File: src/rtl/fp_add_arbiter.sv
// Round-robin arbiter sharing one FloatAdder among NREQ requesters.
// One operation in flight; hung adders are aborted after TIMEOUT wait cycles.
module fp_add_arbiter #(
  parameter int unsigned NREQ    = 4,
  parameter int unsigned TIMEOUT = 64
) (
  input  logic                 Clock,
  input  logic                 Reset,
  input  logic [NREQ-1:0]      ReqValid,
  output logic [NREQ-1:0]      ReqReady,
  input  logic [32*NREQ-1:0]   ReqOp1,
  input  logic [32*NREQ-1:0]   ReqOp2,
  output logic [NREQ-1:0]      RspValid,
  input  logic [NREQ-1:0]      RspReady,
  output logic [31:0]          RspResult,
  output logic                 RspError,
  output logic [31:0]          AddOp1,
  output logic [31:0]          AddOp2,
  output logic                 AddInputValid,
  input  logic [31:0]          AddResult,
  input  logic                 AddResultValid,
  output logic                 Busy
);

  localparam int unsigned PW = $clog2(NREQ);
  localparam int unsigned CW = $clog2(TIMEOUT);
  localparam logic [PW:0]   NreqW   = (PW+1)'(NREQ);
  localparam logic [PW-1:0] LastIdx = PW'(NREQ - 1);
  localparam logic [CW-1:0] CntLast = CW'(TIMEOUT - 1);

  typedef enum logic [2:0] {StIdle, StIssue, StBlank, StWait, StResp} state_e;

  state_e          state_q, state_d;
  logic [PW-1:0]   rr_ptr_q, rr_ptr_d;
  logic [PW-1:0]   gnt_q, gnt_d;
  logic [CW-1:0]   cnt_q, cnt_d;
  logic [31:0]     op1_q, op1_d, op2_q, op2_d;
  logic [31:0]     res_q, res_d;
  logic            err_q, err_d;

  logic            gnt_found;
  logic [PW-1:0]   gnt_idx;
  logic [PW:0]     cand_sum;
  logic [PW-1:0]   cand;
  logic [31:0]     req_op1 [NREQ];
  logic [31:0]     req_op2 [NREQ];

  for (genvar i = 0; i < NREQ; i++) begin : g_unpack
    assign req_op1[i] = ReqOp1[32*i +: 32];
    assign req_op2[i] = ReqOp2[32*i +: 32];
  end

  // First requesting index at or above rr_ptr, wrapping at NREQ.
  always_comb begin
    gnt_found = 1'b0;
    gnt_idx   = '0;
    cand_sum  = '0;
    cand      = '0;
    for (int unsigned i = 0; i < NREQ; i++) begin
      cand_sum = {1'b0, rr_ptr_q} + (PW+1)'(i);
      if (cand_sum >= NreqW) cand_sum = cand_sum - NreqW;
      cand = cand_sum[PW-1:0];
      if (!gnt_found && ReqValid[cand]) begin
        gnt_found = 1'b1;
        gnt_idx   = cand;
      end
    end
  end

  always_comb begin
    state_d       = state_q;
    rr_ptr_d      = rr_ptr_q;
    gnt_d         = gnt_q;
    cnt_d         = cnt_q;
    op1_d         = op1_q;
    op2_d         = op2_q;
    res_d         = res_q;
    err_d         = err_q;
    ReqReady      = '0;
    RspValid      = '0;
    AddInputValid = 1'b0;
    unique case (state_q)
      StIdle: begin
        if (gnt_found) begin
          ReqReady = NREQ'(1) << gnt_idx;
          op1_d    = req_op1[gnt_idx];
          op2_d    = req_op2[gnt_idx];
          gnt_d    = gnt_idx;
          state_d  = StIssue;
        end
      end
      StIssue: begin
        AddInputValid = 1'b1;
        state_d       = StBlank;
      end
      // The adder's ResultValid may still show the previous op's level here.
      StBlank: begin
        cnt_d   = '0;
        state_d = StWait;
      end
      StWait: begin
        cnt_d = cnt_q + 1'b1;
        if (AddResultValid) begin
          res_d   = AddResult;
          err_d   = 1'b0;
          state_d = StResp;
        end else if (cnt_q == CntLast) begin
          res_d   = '0;
          err_d   = 1'b1;
          state_d = StResp;
        end
      end
      StResp: begin
        RspValid = NREQ'(1) << gnt_q;
        if (RspReady[gnt_q]) begin
          rr_ptr_d = (gnt_q == LastIdx) ? '0 : gnt_q + 1'b1;
          state_d  = StIdle;
        end
      end
      default: state_d = StIdle;
    endcase
    if (Reset) ReqReady = '0;
  end

  always_ff @(posedge Clock) begin
    if (Reset) begin
      state_q  <= StIdle;
      rr_ptr_q <= '0;
      gnt_q    <= '0;
      cnt_q    <= '0;
      op1_q    <= '0;
      op2_q    <= '0;
      res_q    <= '0;
      err_q    <= 1'b0;
    end else begin
      state_q  <= state_d;
      rr_ptr_q <= rr_ptr_d;
      gnt_q    <= gnt_d;
      cnt_q    <= cnt_d;
      op1_q    <= op1_d;
      op2_q    <= op2_d;
      res_q    <= res_d;
      err_q    <= err_d;
    end
  end

  assign AddOp1    = op1_q;
  assign AddOp2    = op2_q;
  assign RspResult = res_q;
  assign RspError  = err_q;
  assign Busy      = (state_q != StIdle);

endmodule

File: config.mk
export PLATFORM = sky130hd
export DESIGN_NAME = fp_add_arbiter
export DESIGN_NICKNAME = d
export VERILOG_FILES = /design/src/rtl/fp_add_arbiter.sv
export SDC_FILE = /design/constraint.sdc
export NUM_CORES = 1
export LEC_CHECK = 0
export BUFFER_PORTS_ARGS = -buffer_cell sky130_fd_sc_hd__buf_2
export CAP_MARGIN = 15
export CORE_AREA = 4 4 154 156
export DETAILED_ROUTE_END_ITERATION = 8
export DIE_AREA = 0 0 158 160
export PLACE_DENSITY = 0.66
export SYNTH_ARGS = -nofsm -noshare
export SYNTH_HDL_FRONTEND = slang
export SYNTH_SLANG_ARGS = --single-unit
File: constraint.sdc
create_clock -name Clock -period 1.7 [get_ports Clock]
set_input_delay 0.17 -clock Clock [delete_from_list [all_inputs] [get_ports Clock]]
set_output_delay 0.17 -clock Clock [all_outputs]
set_load 0.03 [all_outputs]
==> results.cfg <==
[outcome]
status = finished with violations
violations = negative setup slack

[final_layout]
area_growth_pct = 70.6
drive_gt1_frac = 0.534
final_nets = 1480

[worst_hold_path]
hp-class = input port to flop

[sta]
slew_headroom = 0.637
skew_ns = 0.0137
postLayoutSetupSlackWorst_ns = -0.286
fmax_ghz = 0.503
finalSetupTns_ns = -14.39
tightest_slew_ns = 0.545
grt_setup_unrepaired = true
finalHoldViolCount = 0
timing.hold.ws_ns = 0.0569
finalMaxSlewViolations = 0
final.min_clock_period_ns = 1.99
period_share = 1.17
setup_viol = 68

[grt]
grt_overflow = 0
grt_pass1_vias = 7214
grt_max_degree = 50
grt_antenna_before_repair = 5
grt_pass1_wl_mm = 41.5
grt_usage = 0.214

[pwr]
power_switching_w = 0.00271
leakagePower_nw = 5.07
combPwrFrac = 0.331
p_per_area_nw_per_um2 = 742
pwr-share-clk = 0.289
p_sw_frac = 0.351
power_frac_seq = 0.380
p_int_w = 0.00501
irDropWorstVdd_v = 0.000481

[floorplan]
io_pins = 406
die-width_um = 158
start_util = 0.273
rows = 55
core_um2 = 22400
die_area_um2 = 25300
die_h_um = 160

[clock_network]
ctsLongestPathBuffers = 2
cts.sinks = 110
path_clk_slew_ns = 0.09
clkLatencyLatePin_ns = 0.36
root_buffer = clkbuf_16
hold_buffers = 0
cts_tree = done
cts_max_level = 3
cts_made_buffers = 9

[yosys]
ys_warn_count = 0
async_flop_share = 0
yosysSeqAreaShare = 0.361
synthTopCellsByCount = dfxtp_1, and3_1, nand2_1, mux2i_1, a21boi_0
synthCells = 726
yosysTopAreaCell = dfxtp_1
synth_cell_types = 45
synth_flop_cell = dfxtp_1
synth_edf_count = 0
synthesis.area_um2 = 6100
ys_ff_latch = 110
synth_top_area_frac = 0.361
syn_area_per_cell_um2 = 8.41
synth.top_cells.by_area = dfxtp_1, mux2i_1, and3_1
synth_nets = 1030
yosysMostFrequentCell = dfxtp_1

[detailed_routing]
wl_per_cell_um = 20.4
ant_nets = 0
drt_first_pass_iters = 5
routed_wl_mm = 29.9
drt-initial-drc-count = 534
post_drt_via_cell_ratio = 5.10
drc = 0
vias = 7487

[run]
cap_violations = 0

[setup_path]
critical_path.endpoint_type = primary output
path_class = flop to primary output
worstPathRequired_ns = 1.53
start_kind = flop
crit_arrival_ns = 1.82
crit_path_max_fanout = 3

[placed_design]
place_congestion = 0.887
dpl.hpwl_mm = 18.9
io_buffers = 405
-- layout by cell type, fill, tap and decap left out, types with 15 or more instances in the layout --
cell	instances
a22oi_1	32
buf_16	15
buf_6	27
buf_2	400
a21boi_0	28
o21ai_1	39
buf_4	41
o211ai_1	55
a21boi_2	17
o21ai_2	15
dfxtp_1	103
nand2_1	75
buf_12	15
mux2i_1	48
and3_4	16
and3_1	62
nor2_1	40
-- registers in the layout, indices dropped and copies added, names as in the netlist --
name	count
AddOp1	32
AddOp2	32
RspResult	32
cnt_q	6
state_q	3
gnt_q	2
rr_ptr_q	2
RspError	1
-- per-layer routing --
| metal | GRT usage | vias up | routed length, um |
|---|---|---|---|
| met5 | 0 | - | 21 |
| met4 | 0.0779 | 4 | 1010 |
| met3 | 0.0539 | 60 | 2580 |
| met2 | 0.357 | 391 | 14300 |
| met1 | 0.267 | 3452 | 12000 |
| li1 | - | 3580 | - |
-- worst max-delay path, stage by stage (launching register included) --
cell	delay [ns]
dfxtp_2	0.34
nor2_4	0.10
or4b_4	0.50
nor3b_4	0.23
and2_4	0.18
buf_6	0.12
-- power groups by stage --
stage	registers [W]	clock network [W]	logic, W
detailed placement	0.00299	0	0.00214
global placement	0.00298	0	0.00212
finish	0.00293	0.00224	0.00256
CTS	0.00293	0.00230	0.00239
floorplan	0.00339	0	0.000820
global route	0.00296	0.00239	0.00273
-- through the flow --
step | total power [W] | utilization | area, um^2 | setup WS, ns | instances
after floorplan | 0.00421 | - | 6200 | -0.0819 | 726
after global placement | 0.00510 | 0.392 | 8760 | -0.318 | 1404
after detailed placement | 0.00513 | 0.392 | 8760 | -0.318 | 1404
after CTS | 0.00763 | 0.444 | 9920 | -0.291 | 1451
after global routing | 0.00808 | 0.465 | 10400 | -0.350 | 1468
final | 0.00772 | 0.465 | 10400 | -0.286 | 1468
-- worst paths after layout --
| check | start | end | slack (ns) | cells after the start |
|---|---|---|---|---|
| worst min register to register | AddOp2[16] | AddOp2[16] | 0.46 | 2 |
| worst max register to register | rr_ptr_q[0] | AddOp2[24] | -0.28 | 8 |
| worst max-delay path | state_q[1] | ReqReady[2] | -0.29 | 5 |
| worst min-delay path | AddResult[4] | RspResult[4] | 0.06 | 3 |
-- area by class of cell --
class / count / area, um^2
antenna: 2 / 5.00
timing repair buffer: 508 / 3500
multi-input combinational: 543 / 4010
inverter: 4 / 15.0
clock inverter: 7 / 86.3
tap: 285 / 357
fill: 2189 / 12000
sequential: 110 / 2210
clock buffer: 9 / 225
-- cells by family after synthesis --
logic type	share of synthesized area
adder cells (fa/ha/maj)	0.0103
buffers and inverters	0.0578
AND/OR/NAND/NOR	0.195
multiplexers	0.0990
AO/OA/AOI/OAI	0.277
flip-flops	0.361
-- timing repair --
item                       in CTS  in global routing
gates cloned                   16                  5
gates resized for setup       107                 89
setup endpoints to repair      70                107
setup buffers                  15                 12
hold endpoints to repair        0                  0
pin swaps                      15                 24
Note: power is estimated with default switching activity, not from simulation.
